==> config.mk <==
export PLATFORM = sky130hd
export DESIGN_NAME = wb_stage
export DESIGN_NICKNAME = d
export VERILOG_FILES = /design/src/rtl/rv32i_pkg.sv /design/src/rtl/ld_ext.sv /design/src/rtl/wb_stage.sv
export SDC_FILE = /design/constraint.sdc
export NUM_CORES = 1
export LEC_CHECK = 0
export CORE_MARGIN = 1
export CORE_UTILIZATION = 45
export DETAILED_ROUTE_END_ITERATION = 10
export PLACE_DENSITY = 0.83
export SLEW_MARGIN = 20
export SYNTH_ARGS = -nofsm -noshare
export SYNTH_HDL_FRONTEND = slang
export SYNTH_SLANG_ARGS = --single-unit
==> constraint.sdc <==
create_clock -name clk -period 3.3 [get_ports clk]
set_input_delay 0.495 -clock clk [delete_from_list [all_inputs] [get_ports clk]]
set_output_delay 0.495 -clock clk [all_outputs]
set_load 0.005 [all_outputs]
==> src/rtl/rv32i_pkg.sv <==
// Shared RV32I encodings used by the writeback stage: wb_sel codes, load funct3
// codes, the writeback FSM state type and the load legality rule.
package rv32i_pkg;

    localparam logic [1:0] WB_SEL_ALU  = 2'b00;
    localparam logic [1:0] WB_SEL_LOAD = 2'b01;
    localparam logic [1:0] WB_SEL_PC4  = 2'b10;
    localparam logic [1:0] WB_SEL_RSVD = 2'b11;

    localparam logic [2:0] LD_LB  = 3'b000;
    localparam logic [2:0] LD_LH  = 3'b001;
    localparam logic [2:0] LD_LW  = 3'b010;
    localparam logic [2:0] LD_LBU = 3'b100;
    localparam logic [2:0] LD_LHU = 3'b101;

    typedef enum logic {
        IDLE    = 1'b0,
        WAIT_LD = 1'b1
    } wb_state_e;

    // A load is legal when funct3 names a real load and the address is naturally aligned.
    function automatic logic ld_legal(input logic [2:0] ld_type, input logic [1:0] offset);
        logic ok;
        case (ld_type)
            LD_LB, LD_LBU: ok = 1'b1;
            LD_LH, LD_LHU: ok = (offset[0] == 1'b0);
            LD_LW:         ok = (offset == 2'b00);
            default:       ok = 1'b0;
        endcase
        return ok;
    endfunction

endpackage

==> src/rtl/ld_ext.sv <==
// Combinational load extraction: picks the byte/half addressed by the offset out of
// the aligned memory word and sign- or zero-extends it to 32 bits.
module ld_ext
    import rv32i_pkg::*;
(
    input  logic [2:0]  ld_type,
    input  logic [1:0]  offset,
    input  logic [31:0] word,
    output logic [31:0] result
);

    logic [7:0]  byte_sel;
    logic [15:0] half_sel;

    always_comb begin
        byte_sel = word[{offset, 3'b000} +: 8];
        half_sel = offset[1] ? word[31:16] : word[15:0];
        result   = '0;
        case (ld_type)
            LD_LB:   result = {{24{byte_sel[7]}}, byte_sel};
            LD_LBU:  result = {24'b0, byte_sel};
            LD_LH:   result = {{16{half_sel[15]}}, half_sel};
            LD_LHU:  result = {16'b0, half_sel};
            LD_LW:   result = word;
            default: result = '0;
        endcase
    end

endmodule

==> src/rtl/wb_stage.sv <==
// RV32I writeback stage: registers ALU/PC+4 results into the register file in one
// cycle and holds a single outstanding load until data memory answers.
module wb_stage
    import rv32i_pkg::*;
(
    input  logic        clk,
    input  logic        rstn,
    input  logic        i_valid,
    output logic        o_ready,
    input  logic [4:0]  i_rd_5,
    input  logic        i_rd_wen,
    input  logic [1:0]  i_wb_sel_2,
    input  logic [31:0] i_alu_32,
    input  logic [31:0] i_pc_32,
    input  logic [2:0]  i_ld_type_3,
    input  logic        i_dmem_rvalid,
    input  logic [31:0] i_dmem_rdata_32,
    output logic        o_wen,
    output logic [4:0]  o_waddr_5,
    output logic [31:0] o_wdata_32,
    output logic        o_ld_pending,
    output logic [4:0]  o_ld_rd_5,
    output logic        o_ld_err,
    output logic [63:0] o_instret_64
);

    wb_state_e   state, state_nx;
    logic [2:0]  ld_type_q;
    logic [1:0]  ld_off_q;
    logic        ld_wen_q;
    logic [31:0] ld_data;

    logic        commit;
    logic        commit_wen;
    logic [4:0]  commit_addr;
    logic [31:0] commit_data;
    logic        ld_start;
    logic        ld_bad;

    assign o_ready = (state == IDLE);

    ld_ext u_ld_ext (
        .ld_type (ld_type_q),
        .offset  (ld_off_q),
        .word    (i_dmem_rdata_32),
        .result  (ld_data)
    );

    always_ff @(posedge clk or negedge rstn) begin
        if (!rstn) begin
            state <= IDLE;
        end else begin
            state <= state_nx;
        end
    end

    // Writes to x0 or with rd_wen low still retire; only the port enable is suppressed.
    always_comb begin
        state_nx    = state;
        commit      = 1'b0;
        commit_wen  = 1'b0;
        commit_addr = '0;
        commit_data = '0;
        ld_start    = 1'b0;
        ld_bad      = 1'b0;
        case (state)
            IDLE: begin
                if (i_valid) begin
                    if (i_wb_sel_2 == WB_SEL_LOAD) begin
                        if (ld_legal(i_ld_type_3, i_alu_32[1:0])) begin
                            state_nx = WAIT_LD;
                            ld_start = 1'b1;
                        end else begin
                            ld_bad = 1'b1;
                        end
                    end else begin
                        commit      = 1'b1;
                        commit_wen  = i_rd_wen && (i_rd_5 != 5'd0);
                        commit_addr = i_rd_5;
                        commit_data = (i_wb_sel_2 == WB_SEL_PC4) ? i_pc_32 + 32'd4 : i_alu_32;
                    end
                end
            end
            WAIT_LD: begin
                if (i_dmem_rvalid) begin
                    state_nx    = IDLE;
                    commit      = 1'b1;
                    commit_wen  = ld_wen_q && (o_ld_rd_5 != 5'd0);
                    commit_addr = o_ld_rd_5;
                    commit_data = ld_data;
                end
            end
            default: state_nx = IDLE;
        endcase
    end

    always_ff @(posedge clk or negedge rstn) begin
        if (!rstn) begin
            o_wen        <= 1'b0;
            o_waddr_5    <= '0;
            o_wdata_32   <= '0;
            o_ld_pending <= 1'b0;
            o_ld_rd_5    <= '0;
            o_ld_err     <= 1'b0;
            o_instret_64 <= '0;
            ld_type_q    <= '0;
            ld_off_q     <= '0;
            ld_wen_q     <= 1'b0;
        end else begin
            o_wen        <= commit_wen;
            o_waddr_5    <= commit_addr;
            o_wdata_32   <= commit_data;
            o_ld_err     <= ld_bad;
            o_ld_pending <= (state_nx == WAIT_LD);
            o_instret_64 <= o_instret_64 + 64'(commit);
            if (ld_start) begin
                o_ld_rd_5 <= i_rd_5;
                ld_type_q <= i_ld_type_3;
                ld_off_q  <= i_alu_32[1:0];
                ld_wen_q  <= i_rd_wen;
            end
        end
    end

endmodule

After elaboration in Yosys (flattened, before gate mapping). Cells that the tools add are included.

Register bits: 115. Latch bits: 0. Bits in writable memories: 0. ROM bits: 0. Input bits: 111. Output and inout bits: 110. Logic and storage cells: 67. Memories: 0.

$add $sub $neg: 2. $mul: 0. Divide/modulo/power cells: 0. $lt $le $gt $ge: 0. Equal/unequal tests: 10. Shift-type cells: 1. Mux-type cells: 33. Bitwise operators: 2. Reductions and logical operators: 9.

Operators with widths (count): 32-bit one-hot mux with 5 select lines (1); 32-bit 2-to-1 mux (4); 64-bit by 1-bit adder with 64-bit output (1); 32-bit one-hot mux with 2 select lines (1); 32-bit by 3-bit adder with 32-bit output (second input constant) (1); 32-bit by 6-bit indexed part select with 8-bit output (1); 1-bit 2-to-1 mux (18); 16-bit 2-to-1 mux (1); 5-bit 2-to-1 mux (3); 3-bit == test (second input constant) (4); 5-bit one-hot mux with 2 select lines (1); 5-bit nonzero test (2); 3-bit by 1-bit == test with 1-bit output (second input constant) (2); 3-bit by 2-bit == test with 1-bit output (second input constant) (2); 3-bit logical NOT (2); 1-bit one-hot mux with 2 select lines (3); 2-bit OR reduction (2); 1-bit one-hot mux with 3 select lines (1); 2-bit by 1-bit == test with 1-bit output (second input constant) (1); 2-bit == test (second input constant) (1); 1-bit logical AND (2); 2-bit logical NOT (1); 1-bit inverter (2).

Logic depth before layout (Yosys ltp). Gate-level depths: netlist of the first run.

Depth after elaboration: 10. Gate-level depth with buffers: 11. Depth with buffers taken out: 10.

By module. From an unflattened synthesis of the first run, not the netlist that was laid out.

Cells, all modules: 627. Area total of the unflattened synthesis: 6422.4 µm².

Modules (own cells, without submodules): wb_stage (instances 1, cells each 518, area an instance 5610.4 µm², seq. area each 2877.8 µm²); ld_ext (instances 1, cells each 109, area an instance 812.0 µm², seq. area each 0.0 µm²).

Least setup slack after synthesis of the first run. Ideal clock, no wire load.

Kind: input to register. Start point: input i_valid. End point: register o_instret_64[42]. Setup time: 0.124 ns. Arrival time: 2.512 ns. Data required time: 3.176 ns. Path slack: 0.664 ns. Cell stages on the path: 11. Path buffers: 1. Cells stage by stage: nor2b_1 -> nand2_1 -> clkbuf_1 -> nand2_1 -> ha_1 -> ha_1 -> nand4_1 -> nor4_4 -> and4_1 -> nand4_1 -> xnor2_1.

Longest elaborated chain between the ends: 3.

Ends and longest elaborated chain: start, declared (line wb_stage.sv:8) `input logic i_valid,`; 1-bit 2-to-1 mux (line wb_stage.sv:68) `if (i_valid) begin`; 1-bit one-hot mux with 2 select lines (line wb_stage.sv:66) `case (state)`; 64-bit by 1-bit adder with 64-bit output (line wb_stage.sv:115) `o_instret_64 <= o_instret_64 + 64'(commit);`; end signal, assigned (line wb_stage.sv:115); end, declared (line wb_stage.sv:24) `output logic [63:0] o_instret_64`.

Every way passes these cells. A chain may end at the register's enable or synchronous reset.

Worst setup path after layout of the first run.
Start point: input i_valid. End point: register o_instret_64[46].

The elaborated chain is that of the path after synthesis.

==> out/qor.yml, run 1 <==
route:
  wl_per_cell_um: 19.54
  vias: 5868
  drt-total-wl_um: 19790
  drc: 0
  drt-initial-drc-count: 596
  first_pass_iters: 5
  viasPerCell: 5.793
  antenna_left: 0
setup_path:
  arrival_ns: 3.04
  crit_path_top_delay_cell: "clkdlybuf4s50_1"
  crit_type: "primary input to flip-flop"
  path_max_fanout: 6
  cp.required_ns: 3.58
  cp-end-kind: "flip-flop"
  slowest_delay_ns: 0.47
  cp-start-kind: "primary input"
  worstPathCellList: "clkdlybuf4s50_1, nor2b_1, nand2_1, nand2_1, ha_1, ha_1, nand4_1, nor4_4, and4_1, nand3_1, xnor2_1"
clocking:
  h-tree-depth: 4
  cts_inserted_buffers: 17
  clk_latency_ns: 0.40
  cts.sinks: 115
  clkTransAtPathRegs_ns: 0.05
  clk_path_buf_depth: 2
  cts_tree: "done"
  cts_hold_buffers: 0
  post_cts_buffers: 0
  cts-root-buf: "clkbuf_16"
  ctsResizeCount: 0
yosys:
  synthTopCellsByCount: "dfrtp_1 (115), nand2_1 (53), xnor2_1 (52)"
  ys.flop_type: "dfrtp_1"
  netlist_instances: 598
  synth_cell_types: 56
  ys_seq_area_share_pct: 46.87
  yosysTopAreaCell: "dfrtp_1"
  synth_area_leaders: "dfrtp_1 (47%), xnor2_1 (7.4%), xor2_1 (4.9%), nand2_1 (3.2%), nor2_1 (2.9%)"
  syn-cell-area_mm2: 0.006140
  syn_avg_cell_area_um2: 10.27
  yosysMostFrequentCell: "dfrtp_1"
  synth_edf_count: 0
  async_reset_ff_share_pct: 100.0
  synth_seq_cells: 115
  synthDominantCellAreaShare_pct: 46.87
  ys_warn_count: 0
  synth_fp_nets: 712
layout:
  fin_nets: 938
  syn2layout_area_growth_pct: 49.75
  fin_util_pct: 69.15
  fillers: 981
  fin_area_mm2: 0.009194
  final_layout_size_suffix_gt1_share_pct: 8.961
  stdcell_count: 1013
  antennaDiodeCount: 0
floorplanning:
  dieArea_mm2: 0.01411
  initial_core_util_pct: 46.18
  io_pins: 221
  fp.dieW_um: 118.8
  die_h_um: 118.8
  coreArea_mm2: 0.01330
  num_rows: 42
power_and_ir_drop:
  switchingPower_mw: 1.164
  combPwrFrac_pct: 20.2
  clkPwrFrac_pct: 43.5
  powerDensity_mw_per_mm2: 499.3
  vdd_drop_max_mv: 0.3608
  p_leak_nw: 3.919
  internal-power_mw: 3.427
  switching_share_pct: 25.35
  seq_power_share_pct: 36.3
  p_total_mw: 4.590
timing:
  rsz0062_at_grt: "no"
  setup_tns_ns: 0
  hold_viol_final: 0
  drv_slew: 0
  finalClockSkew_ns: 0.009948
  worst_slew_pin_slew_ns: 0.8875
  fin_ws_ns: 0.5449
  finalSetupViolations: 0
  fmax_ghz: 0.3630
  finalCriticalPeriod_ns: 2.755
  maxSlewHeadroom_pct: 40.00
  fin_crit_sh_pct: 83.49
  whs_ns: 0.2028
global_routing:
  antenna_found_initial: 0
  grt_pass1_vias: 5896
  grt_start_max_net_pins: 68
  overflow: 0
  grt_first_pass_wirelength_um: 31630
  gr-usage-all-layers_pct: 29.21
place:
  post-place-ws_ns: 0.1377
  io_buffers: 220
  routabilityCongestion: 0.9506
  place_area_mm2: 0.008542
  dp.cells: 981
  hpwl_um: 15330
job:
  drv_cap: 0
min_path:
  hold_class: "primary input to async pin"
outcome:
  status: "complete, no violations"
critical path: cells and delay by family:
family / cells / cell delay, ns
adders and majority gates: 2 / 0.42
xor gates and xnor gates: 1 / 0.15
buffers and inverters: 1 / 0.47
and+or+nand+nor: 7 / 1.49
logic make-up (layout without fill, tap and decap cells):
logic type / count (synthesis) / after routing / share of synthesized area [%]
AO/OA/AOI/OAI: 99 / 99 / 11.03
buffers and inverters: 33 / 272 / 2.262
multiplexers: 25 / 25 / 4.545
XOR/XNOR: 86 / 86 / 12.27
flip-flops: 115 / 115 / 46.87
adder cells (fa/ha/maj): 3 / 3 / 0.6114
AND/OR/NAND/NOR: 237 / 237 / 22.42
layer usage:
layer  routed length [um]  vias up  track usage (%)
met5                    0        -                0
met4                  390        0            9.494
met3                 1534       29            6.178
met2                 9715      340            47.84
met1                 8154     2858            38.53
li1                     -     2641                -
power by group through the flow:
stage / clock network (mW) / logic, mW / registers, mW
6_report: 2.00 / 0.927 / 1.67
3_3_place_gp: 0 / 0.904 / 1.69
2_1_floorplan: 0 / 0.411 / 1.65
5_1_grt: 2.08 / 0.994 / 1.69
4_1_cts: 2.02 / 0.921 / 1.67
3_5_place_dp: 0 / 0.915 / 1.69
registers in the layout, summed over array words and instances, names as in the netlist, 2 cells and up:
signal and count:
ld_off_q 2, ld_type_q 3, o_instret_64 64, o_ld_rd_5 5, o_waddr_5 5, o_wdata_32 32
cell type report:
cell class	count	area [um2]	share of cell area [%]
Timing Repair Buffer	229	2280	24.80
Clock buffer	22	474.2	5.158
Multi-Input combinational cell	450	3123	33.97
Sequential cell	115	2878	31.30
Inverter	11	41.29	0.4491
Clock inverter	10	177.7	1.932
Tap cell	176	220.2	2.395
layout by cell type, fill, tap and decap left out, types with 6 or more instances in the layout:
cell / instances
o21ai_0: 22
clkbuf_16: 17
nor3_1: 10
xnor2_1: 52
a221oi_1: 20
o211ai_1: 7
nor2_1: 48
mux2_2: 13
mux2i_1: 11
o22ai_1: 13
nand4_1: 23
nand3_1: 34
a22o_1: 6
and3_1: 13
and4_1: 14
a21oi_1: 14
nand2_1: 53
clkdlybuf4s50_1: 219
dfrtp_1: 115
nand3_2: 6
inv_1: 11
xor2_1: 34
buf_4: 9
worst paths after layout:
kind                                  start                to  slack, ns  cells past startpoint
max in group asynchronous              rstn  o_instret_64[48]       2.35                      2
min                                    rstn   o_instret_64[7]       0.20                      1
max reg2reg                    o_ld_pending  o_instret_64[46]       0.69                     10
max                                 i_valid  o_instret_64[46]       0.54                     11
min reg2reg                o_instret_64[63]  o_instret_64[63]       0.49                      1
min in group clk           o_instret_64[63]  o_instret_64[63]       0.49                      1
(Power assumes the default switching activity.)
==> inputs of run 2 (changes only) <==
==> constraint.sdc (replaced) <==
create_clock -name clk -period 2.6 [get_ports clk]
set_input_delay 0.39 -clock clk [delete_from_list [all_inputs] [get_ports clk]]
set_output_delay 0.39 -clock clk [all_outputs]
set_load 0.005 [all_outputs]
==> run 2 against run 1 <==
  * Clock-buffer cell count increased by 1
  * First-iteration DRC count is 16% higher
  * Sequential share of layout area shrank 0.83 points
  * Non-clock buffer count increased by 26
  * Via count rose by 2.4%
  * Setup slack worse by 0.43 ns
  * Global-route usage is 0.064 points lower
  * Clock skew shrank 0.0029 ns
  * Register-to-register slack worse by 0.55 ns
  * Utilization grew 1.9 points
  * Combinational power grew 34%
  * Critical path type unchanged
  * Largest cell class unchanged
==> out/qor.yml, run 2 (synthesis gave the netlist of run 1 again) <==
outcome:
  status: "complete, no violations"
clocking:
  clk_path_buf_depth: 2  # unchanged
  cts_inserted_buffers: 17  # unchanged
  clkTransAtPathRegs_ns: 0.05  # about the same
  cts.sinks: 115  # unchanged
  cts-root-buf: "clkbuf_16"
  clk_latency_ns: 0.41  # about the same
  cts_hold_buffers: 0  # unchanged
  cts_tree: "done"
  h-tree-depth: 4  # unchanged
power_and_ir_drop:
  p_leak_nw: 4.068  # +3.8%
  powerDensity_mw_per_mm2: 617.9  # +24%
  vdd_drop_max_mv: 0.5100  # +41%
  p_total_mw: 5.837  # +27%
setup_path:
  worstPathCellList: "clkdlybuf4s50_1, nor2b_4, nand2_1, nand2_2, ha_4, ha_4, nand4_1, nor4_4, buf_6, nand4_4, nor4_4, xor2_1"
  cp.required_ns: 2.92  # -0.66 ns
  arrival_ns: 2.81  # -0.23 ns
  crit_type: "primary input to flip-flop"
  path_delay_family: "simple AND/OR/NAND/NOR gates"
  cp-start-kind: "primary input"
  cp-end-kind: "flip-flop"
  worst-path-buf-inv: 2  # +1
  crit_path_top_delay_cell: "clkdlybuf4s50_1"
  path_max_fanout: 6  # unchanged
  ff2ff_path_depth: 11  # +1
  r2r_end: "o_instret_64[62]"
  rr_startpoint: "o_ld_pending"
  slowest_delay_ns: 0.48  # about the same
  r2r_slack_ns: 0.14  # -0.55 ns
timing:
  maxSlewHeadroom_pct: 51.82  # +12 points
  whs_ns: 0.03182  # -0.1710 ns
  worst_slew_pin_slew_ns: 0.7227  # -0.1648 ns
  hold_viol_final: 0  # unchanged
  drv_slew: 0  # unchanged
  finalCriticalPeriod_ns: 2.488
  fin_crit_sh_pct: 95.68
  finalClockSkew_ns: 0.007020  # -0.002928 ns
  setup_tns_ns: 0  # unchanged
  fmax_ghz: 0.4020
  finalSetupViolations: 0  # unchanged
  fin_ws_ns: 0.1124  # -0.4325 ns
layout:
  syn2layout_area_growth_pct: 53.84
  largestRegisters: "o_instret_64 x64, o_wdata_32 x32"
  fin_nets: 964  # +2.8%
  largest_register_ffs: 64  # unchanged
  final_cell_mix: "clkdlybuf4s50_1 (219), dfrtp_1 (115), nand2_1 (52), xnor2_1 (52), nor2_1 (48)"
  final_layout_size_suffix_gt1_share_pct: 12.63  # +3.7 points
  stdcell_count: 1039  # +2.6%
  antennaDiodeCount: 0  # unchanged
  fin_area_mm2: 0.009445  # +2.7%
  largest-register: "o_instret_64"
  mostFrequentLayoutCell: "clkdlybuf4s50_1"
  fin_util_pct: 71.04  # +1.9 points
floorplanning:
  die_h_um: 118.8  # unchanged
  coreArea_mm2: 0.01330  # unchanged
  initial_core_util_pct: 46.18  # unchanged
  num_rows: 42  # unchanged
  io_pins: 221  # unchanged
  fp.dieW_um: 118.8  # unchanged
  dieArea_mm2: 0.01411  # unchanged
place:
  routabilityCongestion: 0.9577  # +0.75%
  post-place-ws_ns: -0.2779  # -0.4156 ns
  dp.cells: 1003  # +2.2%
  place_area_mm2: 0.008707  # +1.9%
  io_buffers: 220  # unchanged
  hpwl_um: 15580  # +1.6%
route:
  viasPerCell: 5.782  # -0.19%
  drt-initial-drc-count: 693  # +16%
  first_pass_iters: 5  # unchanged
  vias: 6007  # +2.4%
  drt-total-wl_um: 20160  # +1.8%
  wl_per_cell_um: 19.40  # -0.72%
  drc: 0  # unchanged
  antenna_left: 0  # unchanged
global_routing:
  grt_first_pass_wirelength_um: 31090  # -1.7%
  grt_pass1_vias: 5715  # -3.1%
  antenna_found_initial: 0  # unchanged
  grt_start_max_net_pins: 57  # -16%
  overflow: 0  # unchanged
  gr-usage-all-layers_pct: 29.15  # -0.064 points
job:
  drv_cap: 0  # unchanged
min_path:
  hold_class: "primary input to async pin"
## run 2: changes by cell type in the layout (fill, tap and decap cells not counted), sizes merged
cell	previous run	this run
buf	10	36
bufinv	5	4
clkbuf	22	23
clkinv	4	3
clkinvlp	1	2
## run 2: worst max path at each step
stage / depth (start not counted) / to / start
after global routing: 13 / o_instret_64[56] / i_valid
final: 12 / o_instret_64[62] / i_valid
after CTS: 12 / o_instret_64[58] / i_valid
after floorplan: 11 / o_instret_64[42] / o_ld_pending
after detailed placement: 12 / o_instret_64[58] / i_valid
after global placement: 12 / o_instret_64[60] / i_valid
## run 2: metal layers
| metal | up-vias | GRT usage, % | wire length, um |
|---|---|---|---|
| met3 | 44 | 6.708 | 1549 |
| met4 | 0 | 10.60 | 578 |
| met2 | 305 | 47.44 | 9832 |
| met1 | 2967 | 37.91 | 8196 |
| met5 | - | 0 | 0 |
| li1 | 2691 | - | - |
## run 2: what timing repair did
item,CTS,global route
endpoints found under the setup margin,0,11
resized for setup,0,13
setup buffers,0,4
## run 2: power breakdown
part           internal (mW)  switching, mW  total [mW]
logic                  0.673          0.570        1.24
registers               1.94          0.167        2.11
clock network           1.70          0.785        2.48
## run 2: layout make-up
type	instances	area [um2]
timing repair buffer	255	2479
clock inverter	9	150.1
sequential	115	2878
multi-input combinational	450	3189
inverter	11	41.29
tap	176	220.2
clock buffer	23	488.0
fill	966	3850
==> inputs of run 3 (changes only) <==
--- a/config.mk
+++ b/config.mk
@@ -8,6 +8,7 @@
 export CORE_MARGIN = 1
 export CORE_UTILIZATION = 45
 export DETAILED_ROUTE_END_ITERATION = 10
+export GPL_TIMING_DRIVEN = 0
 export PLACE_DENSITY = 0.83
 export SLEW_MARGIN = 20
 export SYNTH_ARGS = -nofsm -noshare
==> run 3 against run 2 <==
  * Utilization fell by 0.88 points
  * Maximum frequency barely moved
  * Via count fell by 1.1%
  * Clock skew rose by 0.0026 ns
==> out/qor.yml, run 3 (synthesis gave the netlist of run 1 again) <==
setup_path:
  crit_type: "flip-flop to flip-flop"
  cp-start-kind: "flip-flop"
  path_max_fanout: 10  # +4
  cp.required_ns: 2.93  # about the same
  cp-end-kind: "flip-flop"
  r2r_slack_ns: 0.11  # -0.03 ns
  arrival_ns: 2.81  # about the same
timing:
  fmax_ghz: 0.4023  # about the same
  worst_slew_pin_slew_ns: 0.9627  # +0.2400 ns
  maxSlewHeadroom_pct: 34.92  # -17 points
  setup_tns_ns: 0  # unchanged
  finalClockSkew_ns: 0.009583  # +0.002564 ns
  hold_viol_final: 0  # unchanged
  finalSetupViolations: 0  # unchanged
  fin_ws_ns: 0.1145  # +0.002062 ns
  drv_slew: 0  # unchanged
  rsz0062_at_grt: "no"
  finalCriticalPeriod_ns: 2.485  # -0.002062 ns
  fin_crit_sh_pct: 95.60  # about the same
route:
  drt-total-wl_um: 20150  # about the same
  vias: 5942  # -1.1%
  wl_per_cell_um: 19.49  # +0.45%
  first_pass_iters: 5  # unchanged
  antenna_left: 0  # unchanged
  drc: 0  # unchanged
  viasPerCell: 5.747  # -0.60%
  drt-initial-drc-count: 598  # -14%
clocking:
  cts-root-buf: "clkbuf_16"
  clk_latency_ns: 0.40  # about the same
  cts.sinks: 115  # unchanged
  h-tree-depth: 4  # unchanged
  cts_tree: "done"
  clkTransAtPathRegs_ns: 0.06  # about the same
  cts_inserted_buffers: 17  # unchanged
  clk_path_buf_depth: 2  # unchanged
layout:
  final_cell_mix: "clkdlybuf4s50_1 (216), dfrtp_1 (114), xnor2_1 (52)"
  antennaDiodeCount: 0  # unchanged
  mostFrequentLayoutCell: "clkdlybuf4s50_1"
  largest-register: "o_instret_64"
  largestRegisters: "o_instret_64 x64, o_wdata_32 x32"
  largest_register_ffs: 64  # unchanged
  fin_nets: 961  # -0.31%
  syn2layout_area_growth_pct: 51.95
  fin_area_mm2: 0.009329  # -1.2%
  final_layout_size_suffix_gt1_share_pct: 10.72  # -1.9 points
floorplanning:
  coreArea_mm2: 0.01330  # unchanged
  io_pins: 221  # unchanged
  initial_core_util_pct: 46.18  # unchanged
  dieArea_mm2: 0.01411  # unchanged
  num_rows: 42  # unchanged
  die_h_um: 118.8  # unchanged
  fp.dieW_um: 118.8  # unchanged
place:
  io_buffers: 220  # unchanged
  place_area_mm2: 0.008591  # -1.3%
  routabilityCongestion: 0.9606  # +0.30%
  hpwl_um: 15520  # -0.37%
  post-place-ws_ns: -1.155  # -0.8766 ns
global_routing:
  grt_pass1_vias: 5956  # +4.2%
  grt_first_pass_wirelength_um: 31350  # +0.84%
  gr-usage-all-layers_pct: 29.25  # +0.10 points
  antenna_found_initial: 1  # +1
  grt_start_max_net_pins: 69  # +21%
  overflow: 0  # unchanged
min_path:
  hold_class: "primary input to flip-flop"
power_and_ir_drop:
  p_leak_nw: 3.981  # -2.1%
  powerDensity_mw_per_mm2: 589.3  # -4.6%
  vdd_drop_max_mv: 0.4855  # -4.8%
  p_total_mw: 5.498  # -5.8%
job:
  drv_cap: 0  # unchanged
outcome:
  status: "complete, no violations"
-- run 3: cell count changes in the layout (fill, tap and decap cells not counted), sizes merged, moves of 2 or more --
cell	delta
dlymetal6s2s	+2
clkdlybuf4s50	-3
bufinv	-3
clkinv	+3
clkbuf	+11
buf	-18
-- run 3: worst paths after layout --
check	start	end	cells after the start
max	o_ld_pending	o_instret_64[48]	13
min	i_valid	o_ld_err	3
max reg2reg	o_ld_pending	o_instret_64[48]	13
min reg2reg	o_instret_64[63]	o_instret_64[63]	1
max in group asynchronous	rstn	o_wdata_32[0]	3
min in group asynchronous	rstn	o_wdata_32[21]	2
-- run 3: report_power, final --
part	switching [mW]	internal, mW	total [mW]	leakage [nW]
Clock	0.786	1.34	2.13	0.263
Combinational	0.603	0.671	1.27	2.19
Sequential	0.152	1.94	2.09	1.53
-- run 3: layout make-up --
class	count	area (um2)
Fill cell	1013	3966
Multi-Input combinational cell	450	3218
Sequential cell	115	2879
Timing Repair Buffer	230	2308
Clock buffer	20	456.7
Tap cell	176	220.2
Buffer	22	118.9
Clock inverter	10	86.33
Inverter	11	41.29
-- run 3: what timing repair did --
action / 4_1_cts / 5_1_grt
cloned: 0 / 0
gates resized for setup: 19 / 6
pin swaps: 5 / 2
endpoints found under the setup margin: 51 / 27
endpoints found under the hold margin: 47 / 0
hold buffers: 1 / 0
setup buffers: 4 / 4
-- run 3: through the flow --
stage	hold WS [ns]	utilization (%)	instances
6_report	0.3293	70.17	1034
4_1_cts	0.4817	69.71	1030
3_5_place_dp	0.3528	64.62	995
5_1_grt	0.3399	70.17	1034
2_1_floorplan	0.09441	-	598
3_3_place_gp	0.4583	64.40	994
-- run 3: critical path: stages (launching register included) --
cell	delay [ns]
dfrtp_2	0.44
nor2b_4	0.15
nand2_4	0.07
clkbuf_16	0.16
nand2_4	0.08
ha_4	0.15
ha_4	0.15
nand4_1	0.15
nor4_4	0.15
buf_4	0.19
nand4_4	0.23
buf_6	0.21
nor2_1	0.10
xor2_1	0.15
-- run 3: routing by layer --
metal / wire, um / GRT usage [%] / up-vias
li1: - / - / 2682
met1: 8121 / 37.61 / 2876
met2: 9699 / 48.65 / 339
met3: 1739 / 6.033 / 45
met4: 588 / 10.60 / 0
met5: 0 / 0 / -
